--- src/rtl/regfile_writeback.sv ---
// Register-file write-port initiator.
// Arbitrates between the single-cycle pipeline result and a 2-entry buffer of
// long-latency results, and tracks which registers still await a long-latency
// write so decode can stall on them.
module regfile_writeback #(
  parameter int DATA_WIDTH = 32,
  parameter int ADDR_WIDTH = 5,
  parameter int FIFO_DEPTH = 2
) (
  input  logic                  clk,
  input  logic                  rst,
  input  logic                  pipe_valid,
  input  logic [ADDR_WIDTH-1:0] pipe_rd,
  input  logic [DATA_WIDTH-1:0] pipe_data,
  input  logic                  lu_valid,
  output logic                  lu_ready,
  input  logic [ADDR_WIDTH-1:0] lu_rd,
  input  logic [DATA_WIDTH-1:0] lu_data,
  input  logic                  issue_valid,
  input  logic [ADDR_WIDTH-1:0] issue_rd,
  input  logic [ADDR_WIDTH-1:0] rs1,
  input  logic [ADDR_WIDTH-1:0] rs2,
  output logic                  stall,
  output logic                  wb_en,
  output logic [ADDR_WIDTH-1:0] wb_addr,
  output logic [DATA_WIDTH-1:0] wb_data,
  output logic [1:0]            fifo_count
);

  localparam int NUM_REGS = 1 << ADDR_WIDTH;

  // Buffer storage; with two entries a single pointer bit addresses it.
  logic [ADDR_WIDTH-1:0] fifo_rd_reg   [FIFO_DEPTH];
  logic [DATA_WIDTH-1:0] fifo_data_reg [FIFO_DEPTH];
  logic                  head_reg;
  logic [1:0]            count_reg;
  logic [NUM_REGS-1:0]   busy_reg;
  logic [NUM_REGS-1:0]   busy_next;

  logic                  push;
  logic                  pop;
  logic                  tail;
  logic [ADDR_WIDTH-1:0] head_rd;
  logic [DATA_WIDTH-1:0] head_data;

  // Readiness looks only at registered occupancy, so a same-cycle pop never
  // opens room early and reset blocks any transfer.
  assign lu_ready   = !rst && (count_reg < 2'd2);
  assign push       = lu_valid && lu_ready;
  // Pop uses the registered count: an entry pushed this edge is not visible yet.
  assign pop        = !pipe_valid && (count_reg != 2'd0);
  assign tail       = head_reg ^ count_reg[0];
  assign head_rd    = fifo_rd_reg[head_reg];
  assign head_data  = fifo_data_reg[head_reg];
  assign fifo_count = count_reg;

  // Decode stall: no bypass of a clear happening this same cycle.
  assign stall = ((rs1 != '0) && busy_reg[rs1]) || ((rs2 != '0) && busy_reg[rs2]);

  // Scoreboard next state: clear on pop first, then set so a newer issue wins.
  always_comb begin
    busy_next = busy_reg;
    if (pop && (head_rd != '0)) begin
      busy_next[head_rd] = 1'b0;
    end
    if (issue_valid && (issue_rd != '0)) begin
      busy_next[issue_rd] = 1'b1;
    end
    busy_next[0] = 1'b0;
  end

  // Buffer payload storage; contents need no reset since count gates use.
  always_ff @(posedge clk) begin
    if (push) begin
      fifo_rd_reg[tail]   <= lu_rd;
      fifo_data_reg[tail] <= lu_data;
    end
  end

  // Buffer pointers/occupancy and scoreboard state.
  always_ff @(posedge clk) begin
    if (rst) begin
      head_reg  <= 1'b0;
      count_reg <= 2'd0;
      busy_reg  <= '0;
    end else begin
      if (pop) begin
        head_reg <= ~head_reg;
      end
      case ({push, pop})
        2'b10:   count_reg <= count_reg + 2'd1;
        2'b01:   count_reg <= count_reg - 2'd1;
        default: count_reg <= count_reg;
      endcase
      busy_reg <= busy_next;
    end
  end

  // Registered write port: pipeline first, then buffer head, else idle.
  always_ff @(posedge clk) begin
    if (rst) begin
      wb_en   <= 1'b0;
      wb_addr <= '0;
      wb_data <= '0;
    end else if (pipe_valid) begin
      wb_en   <= (pipe_rd != '0);
      wb_addr <= pipe_rd;
      wb_data <= pipe_data;
    end else if (pop) begin
      wb_en   <= (head_rd != '0);
      wb_addr <= head_rd;
      wb_data <= head_data;
    end else begin
      wb_en   <= 1'b0;
    end
  end

endmodule

--- config.mk ---
export PLATFORM = sky130hd
export DESIGN_NAME = regfile_writeback
export DESIGN_NICKNAME = d
export VERILOG_FILES = /design/src/rtl/regfile_writeback.sv
export SDC_FILE = /design/constraint.sdc
export NUM_CORES = 1
export LEC_CHECK = 0
export ABC_AREA = 1
export BUFFER_PORTS_ARGS = -buffer_cell sky130_fd_sc_hd__buf_2
export CAP_MARGIN = 5
export CORE_UTILIZATION = 49
export CTS_BUF_LIST = sky130_fd_sc_hd__clkbuf_16
export DETAILED_ROUTE_END_ITERATION = 10
export PLACE_DENSITY = 0.81
export SLEW_MARGIN = 10
export SYNTH_ARGS = -nofsm -noshare
export SYNTH_HDL_FRONTEND = slang
export SYNTH_SLANG_ARGS = --single-unit
--- constraint.sdc ---
create_clock -name clk -period 2.5 [get_ports clk]
set_input_delay 0.25 -clock clk [delete_from_list [all_inputs] [get_ports clk]]
set_output_delay 0.25 -clock clk [all_outputs]
set_load 0.05 [all_outputs]
# == Word level (Yosys, flattened, before mapping) ==
# Memories as Yosys holds them, arrays and structs flattened. A register that Yosys moved wholly into a read port is not among the register bits.
# Index checks and enable logic that the tools add are counted.
# op_classes
mux,23
addsub,2
n_lt_le_gt_ge,7
n_reduce_logical,20
bitwise_logic,5
n_eq_ne,2
# ops
operator,count
32-bit 2-to-1 mux,4
32-bit AND,1
32-bit NOT,1
32-bit bitwise OR,1
5-bit nonzero test,5
"5-bit by 6-bit less-than comparator with 1-bit output, second input constant",4
1-bit 2-to-1 mux,12
1-bit binary-select mux with 5-bit select,2
1-bit demux with 5-bit select,2
"5-bit by 1-bit >= comparator with 1-bit output, second input constant",2
5-bit 2-to-1 mux,2
1-bit logical AND,9
2-bit nonzero test,3
2-bit case mux with 2 select lines,1
"2-bit by 1-bit adder with 2-bit output, second input constant",1
"2-bit by 1-bit == test with 1-bit output, second input constant",1
"2-bit == test, second input constant",1
1-bit logical NOT,2
"2-bit less-than comparator, second input constant",1
"2-bit by 1-bit subtractor with 2-bit output, second input constant",1
1-bit logical OR,1
1-bit NOT,1
1-bit bitwise XOR,1
# word_totals
reg_bits,73
mem_count,2
ramBits,74
input_bits,94
out_inout_bits,42
word_cells,68
# memory_table
name,words,width,read_ports,rd_clocked_by_memory_dff,write_ports,line,source
fifo_data_reg,2,32,1,1,1,34,logic [DATA_WIDTH-1:0] fifo_data_reg [FIFO_DEPTH];
fifo_rd_reg,2,5,1,1,1,33,logic [ADDR_WIDTH-1:0] fifo_rd_reg [FIFO_DEPTH];

# == Depth between registers and ports, before layout ==
# Gate-level depths: netlist of the first run.
# depth
ltp_word,9
mapped_depth,13
ltp_nobuf,12

# == Least setup slack after synthesis of the first run ==
# OpenSTA, ideal clock, no wires.
# synth_path
kind,reg-to-reg
start,register count_reg[1] (netlist: fifo_count[1])
end,"memory fifo_data_reg[0][0], enable pin"
path_stages_with_launch,4
n_path_buf,0
period_less_slack_ns,3.546
t_arrival_ns,3.114
setup_time_ns,0.431
slack_ns,-1.046
path_cell_list,dfxtp_1 -> nor2_1 -> nand2_1 -> nor2_1
# synth_between
elab_chain_cells,5
# synth_lines
element,line,source
from (decl),36,logic [1:0] count_reg;
from (signal assigned),91,2'b10: count_reg <= count_reg + 2'd1;
from (signal assigned),92,2'b01: count_reg <= count_reg - 2'd1;
from (signal assigned),93,default: count_reg <= count_reg;
2-bit less-than comparator,48,assign lu_ready = !rst && (count_reg < 2'd2);
1-bit logical AND,48,
named net lu_ready,16,"output logic lu_ready,"
1-bit logical AND,49,assign push = lu_valid && lu_ready;
1-bit 2-to-1 mux,74,if (push) begin
1-bit 2-to-1 mux (implied by the code),76,fifo_data_reg[tail] <= lu_data;
to (decl),34,
# The timed path passes the listed nets, and every way through them passes these cells.

# == Final worst setup path of the first run ==
# layout_path
start,input port rs2[0]
end,output port stall
# layout_between
elab_chain_cells,4
elab_cells_between_ends,5
# layout_lines
element,line,source
from (decl),22,"input logic [ADDR_WIDTH-1:0] rs2,"
1-bit binary-select mux with 5-bit select,58,assign stall = ((rs1 != '0) && busy_reg[rs1]) || ((rs2 != '0) && busy_reg[rs2]);
1-bit 2-to-1 mux (implied by the code),58,
1-bit logical AND *,58,
1-bit logical OR *,58,
to (decl),23,"output logic stall,"
# Every way passes the cells marked *; elsewhere a longest branch is shown, timed or not. The select of a mux whose other input is x is not followed.

==> flow_summary.ini, run 1 <==
[pwr]
p_leak_uw = 0.003348
power_uw = 7860
vdd_drop_max_uv = 760.9
pwr_density_cell_mw_per_mm2 = 989.7

[yosys]
syn-cell-area_mm2 = 0.006556
yosysUniqueCellTypes = 36
synth-main-ff-cell = edfxtp_1
syn_inst = 741
synth-async-reset-ratio = 0
synth_area_leader_cell = edfxtp_1
syn-num-nets = 836
avgSynthCellArea_um2 = 8.848
synth.top_cells.by_count = nand2_1 (173), a21oi_1 (84), edfxtp_1 (74)
synth_seq_area_share = 0.5618
ys.warnings.count = 0
yosys-top-cells-area = edfxtp_1 (34%), dfxtp_1 (22%), nand2_1 (9.9%)
yosysMostFrequentCell = nand2_1
synth.top_cell.area_share = 0.3389
synth_edf_count = 74
ys_ff_latch = 147

[clock_tree]
cts-buffers-inserted = 17
cts_resized = 0
clk_path_buf_depth = 2
cts_tree = built
post_cts_buffers = 0
cts_root_buffer = clkbuf_16
ctsHtreeMaxLevel = 4
hold_buffers = 0
clkSinkCount = 147
clk_latency_ps = 420
cts.reportedPaths.clkPinSlew_ps = 60

[timing]
slew_viol_final = 0
fmax_mhz = 497.6
fin_crit_sh = 0.8038
maxSlewHeadroom = 0.5389
fin_ws_ps = 490.5
fin_crit_ps = 2010
setup_tns_ps = 0
finalClockSkew_ps = 6.662
hold_violations = 0
rsz0062_at_grt = false
setup_viol = 0
worst_pin_slew_ps = 690.7

[grt]
grt_pass1_vias = 5681
grt_pass1_wl_um = 28230
grt_overflow_total = 0
grt_max_degree = 45
antenna_found_initial = 0
track_usage = 0.2624

[setup_path]
endpoint_kind = output pin
critical_path.max_fanout = 17
worstPathRequired_ps = 2250
path_class = input port to output pin
arrival_ps = 1760
start_kind = input port

[floorplanning]
dieHeight_um = 117.7
pin_count = 136
core_mm2 = 0.01282
std_cell_rows = 41
start_util = 0.5112
fp.dieW_um = 117.7
dieArea_mm2 = 0.01385

[detailed_routing]
vias = 5736
drt.antenna.violating_nets = 0
routedWlPerCell_um = 16.57
vias_per_cell = 5.447
wl_um = 17450
route.detailed.drc = 0
drt_first_pass_iters = 7
drt_iter0_drc = 448

[place]
dp_slack_ps = 540.1
place_inst = 1021
portBuffers = 135
post-dp-hpwl_um = 12260
gp_congestion = 0.9075

[finish]
seq_area_mm2 = 0.003684
synthToLayoutAreaGrowth_pct = 21.13
antennaDiodeCount = 0
fin_util = 0.6192
instances_no_fill = 1053
multi_input_area_mm2 = 0.002451
n_fill_cell = 1110
final_nets = 963
largest_register_ffs = 64
drive_gt1_frac = 0.2452

[flow_run]
drv_cap = 0

[run_status]
status = finished, final reports clean

[worst_hold_path]
min-delay-path-class = input port to flip-flop
-- where the power goes --
part	switching (µW)	leakage [µW]	internal [µW]
combinational	1680	0.00178	605
clock	933	0.000295	1540
sequential	169	0.00128	2940
total	2780	0.00335	5080
-- worst paths after layout --
path                            cells after the start                       start  slack (ps)                             end
worst max-delay path                               14                      rs2[0]         490                           stall
worst min-delay path                                1                 lu_data[17]          20  fifo_data_reg[1][17]$_DFFE_PP_
worst max register to register                      7  fifo_count[0]$_SDFFE_PP0P_         620          busy_reg[6]$_SDFF_PP0_
worst min register to register                      2      busy_reg[9]$_SDFF_PP0_         460          busy_reg[9]$_SDFF_PP0_
-- kinds of logic after synthesis --
group	share of synthesized area
flip-flops	0.5618
AO/OA/AOI/OAI	0.1632
XOR/XNOR	0.004008
buffers and inverters	0.06698
AND/OR/NAND/NOR	0.2021
adder cells (fa/ha/maj)	0.001908
-- worst max-delay path: stages --
cell and delay [ps]:
buf_2 270, inv_1 290, nand2_1 130, nand3_1 70
nand2_1 80, nand2_1 40, nand2_1 70, inv_1 40
nand2_1 60, nand2_1 60, nand2_1 60, inv_1 40
nand2_1 50, buf_2 250
-- routing by layer --
layer / part of all wire / up-vias / global-route usage
met5: 0 / - / 0
met4: 0.025 / 0 / 0.1218
met3: 0.081 / 34 / 0.07074
met2: 0.48 / 241 / 0.4305
met1: 0.41 / 2668 / 0.3211
li1: - / 2793 / -
-- layout make-up --
type                    count  share of cell area
clock buffers              17             0.05357
clock inverters            15             0.01891
inverters                  68             0.03214
multi-input cells         491              0.3086
flip-flops and latches    147              0.4638
well taps                 172             0.02710
repair buffers            143             0.09579
-- metrics by stage --
stage                     hold slack, ps  cell area (µm²)
after floorplan                    348.9             6574
after global placement             438.2             7366
after detailed placement           441.3             7366
after CTS                          4.998             7941
after global routing               2.522             7941
final                              15.89             7941
-- cells in the final DEF, fill, tap and decap left out, types with 11 or more instances in the layout --
cell type	instances
edfxtp_1	74
or2_2	21
inv_1	65
nand2_1	173
a221oi_1	11
buf_2	135
clkbuf_16	17
o211ai_1	23
a21oi_1	84
nand3_1	53
dfxtp_1	73
nor2_1	36
o21ai_0	44
Note: power is estimated with default switching activity, not from simulation.
==> run 2: changes to the inputs <==
CORE_UTILIZATION = 53   (was 49)
PLACE_DENSITY = 0.84   (was 0.81)
clock period = 2.1 ns   (was 2.5 ns; I/O delays follow)
==> run 2 against run 1 <==
Net effect:
- cell count increased by 1.7%
- register-to-register slack got worse by 270 ps
- critical path depth down 1
- global-route usage increased by 4.0 points
- sequential cell count did not move
- worst setup slack got worse by 340 ps
- hold slack better by 21 ps
- clock-buffer cell count unchanged
- wire length grew 8.0%
- first-iteration DRC count grew 12%
==> flow_summary.ini, run 2 (synthesis results as in run 1) <==
[run_status]
status = finished, final reports clean

[setup_path]
r2r-start = fifo_count[1]$_SDFFE_PP0P_
cp.buffers_inverters = 4
slowest_stage = dfxtp_1
critical_path.max_fanout = 2
arrival_ps = 1740
cp_cell_sequence = inv_1 > nand2_1 > nand3_1 > nand2_1 > nand2_1 > nand2_1 > inv_1 > nand2_1 > nand2_1 > nand2_1 > inv_1 > nand2_1 > buf_2
endpoint_kind = output pin
path_class = flip-flop to output pin
worstPathRequired_ps = 1890
critPathTopFamily = simple AND/OR/NAND/NOR gates
start_kind = flip-flop
cpMostUsedCell = nand2_1
max_stage_delay_ps = 320
reg2reg_slack_ps = 350
r2r_end = busy_reg[7]$_SDFF_PP0_
r2r_cells = 7

[clock_tree]
clkSinkCount = 147
cts-buffers-inserted = 17
clk_path_buf_depth = 2
ctsHtreeMaxLevel = 4
post_cts_buffers = 0
clk_latency_ps = 430
cts_tree = built
cts_root_buffer = clkbuf_16
cts.reportedPaths.clkPinSlew_ps = 60

[timing]
whs_ps = 36.74
hold_violations = 0
fin_crit_sh = 0.9283
rsz0062_at_grt = false
setup_tns_ps = 0
fin_ws_ps = 150.6
setup_viol = 0
worst_pin_slew_ps = 768.2
fin_crit_ps = 1949
maxSlewHeadroom = 0.4873
finalClockSkew_ps = 9.418
fmax_mhz = 513.0
slew_viol_final = 0

[detailed_routing]
vias_per_cell = 5.651
vias = 6052
route.detailed.drc = 0
routedWlPerCell_um = 17.60
wl_um = 18850
drt_first_pass_iters = 5
drt.antenna.violating_nets = 0
drt_iter0_drc = 500

[pwr]
swShare = 0.3692
pwr-share-comb = 0.308
vdd_drop_max_uv = 842.7
p_clk_frac = 0.296
p_int_uw = 5926
pwr_density_cell_mw_per_mm2 = 1130
power_frac_seq = 0.396
p_sw_uw = 3468
p_leak_uw = 0.003505

[place]
post-dp-hpwl_um = 12230
portBuffers = 135
dp_slack_ps = 303.9
gp_congestion = 0.8881
dpl_cell_area_mm2 = 0.007400

[floorplanning]
pin_count = 136
start_util = 0.5458
fp.dieW_um = 113.2
dieArea_mm2 = 0.01282
std_cell_rows = 40
dieHeight_um = 113.2
core_mm2 = 0.01201

[flow_run]
drv_cap = 0

[finish]
synthToLayoutAreaGrowth_pct = 26.83
multi_input_area_mm2 = 0.002456
antennaDiodeCount = 0
mostFrequentLayoutCell = nand2_1
fin_util = 0.6923
seq_area_mm2 = 0.003687
final_nets = 1006
largest_register_ffs = 64
n_fill_cell = 884
final_cell_mix = nand2_1 (173), buf_2 (135), a21oi_1 (84), edfxtp_1 (74), dfxtp_1 (70)
stdcell_area_mm2 = 0.008315
drive_gt1_frac = 0.2435

[worst_hold_path]
hold_depth = 3
min_from = pipe_data[8]
min_to = wb_data[8]$_SDFFE_PP0P_
min-delay-path-class = input port to flip-flop

[grt]
grt_pass1_vias = 5902
grt_pass1_wl_um = 29530
grt_max_degree = 48
grt_overflow_total = 0
track_usage = 0.3027
antenna_found_initial = 0
run 2: final cells by class:
class                           instances  share of cell area
Clock buffer                           17             0.05116
Clock inverter                         15             0.01429
Inverter                               68             0.03070
Multi-Input combinational cell        491              0.2954
Sequential cell                       147              0.4434
Tap cell                              147             0.02212
Timing Repair Buffer                  186              0.1429
run 2: power by group through the flow:
stage	clock network [µW]	logic, µW	registers [µW]
final	2780	2890	3720
after detailed placement	0	2770	3750
after floorplan	0	1400	4350
after CTS	2770	2860	3710
after global routing	2910	3100	3760
after global placement	0	2710	3740
run 2: timing repair:
item	in CTS	in global routing
resized for setup	0	1
endpoints found under the hold margin	74	0
hold buffers	37	0
setup endpoints to repair	0	1
run 2: how the worst max path moves through the flow:
stage                     slack [ps]                  startpoint  cells past startpoint                             to
after global routing              70     busy_reg[20]$_SDFF_PP0_                     13                          stall
after detailed placement         300                   flip-flop                      7        busy_reg[13]$_SDFF_PP0_
after global placement           370                   flip-flop                      7        busy_reg[10]$_SDFF_PP0_
after floorplan                  130  fifo_count[1]$_SDFFE_PP0P_                      3  fifo_data_reg[1][0]$_DFFE_PP_
final                            150     busy_reg[20]$_SDFF_PP0_                     13                          stall
after CTS                        160     busy_reg[20]$_SDFF_PP0_                     13                          stall
run 2: stage by stage:
stage / power [µW] / std cells
after floorplan: 5751 / 741
after CTS: 9344 / 1071
after global routing: 9769 / 1071
after detailed placement: 6523 / 1002
final: 9395 / 1071
after global placement: 6455 / 1002
run 2: metal layers:
metal / vias up / share of wire / track usage
met1: 2827 / 0.40 / 0.3659
met3: 54 / 0.076 / 0.06535
met5: - / 0 / 0
li1: 2881 / - / -
met4: 0 / 0.034 / 0.1596
met2: 290 / 0.49 / 0.5088
run 2: worst reg2reg max path, cell delays in order (launching register included):
cell	delay, ps
dfxtp_2	430
nor2_4	80
nor2_8	230
inv_2	210
nor2_1	190
nand3_1	200
o21ai_1	180
a21oi_1	70
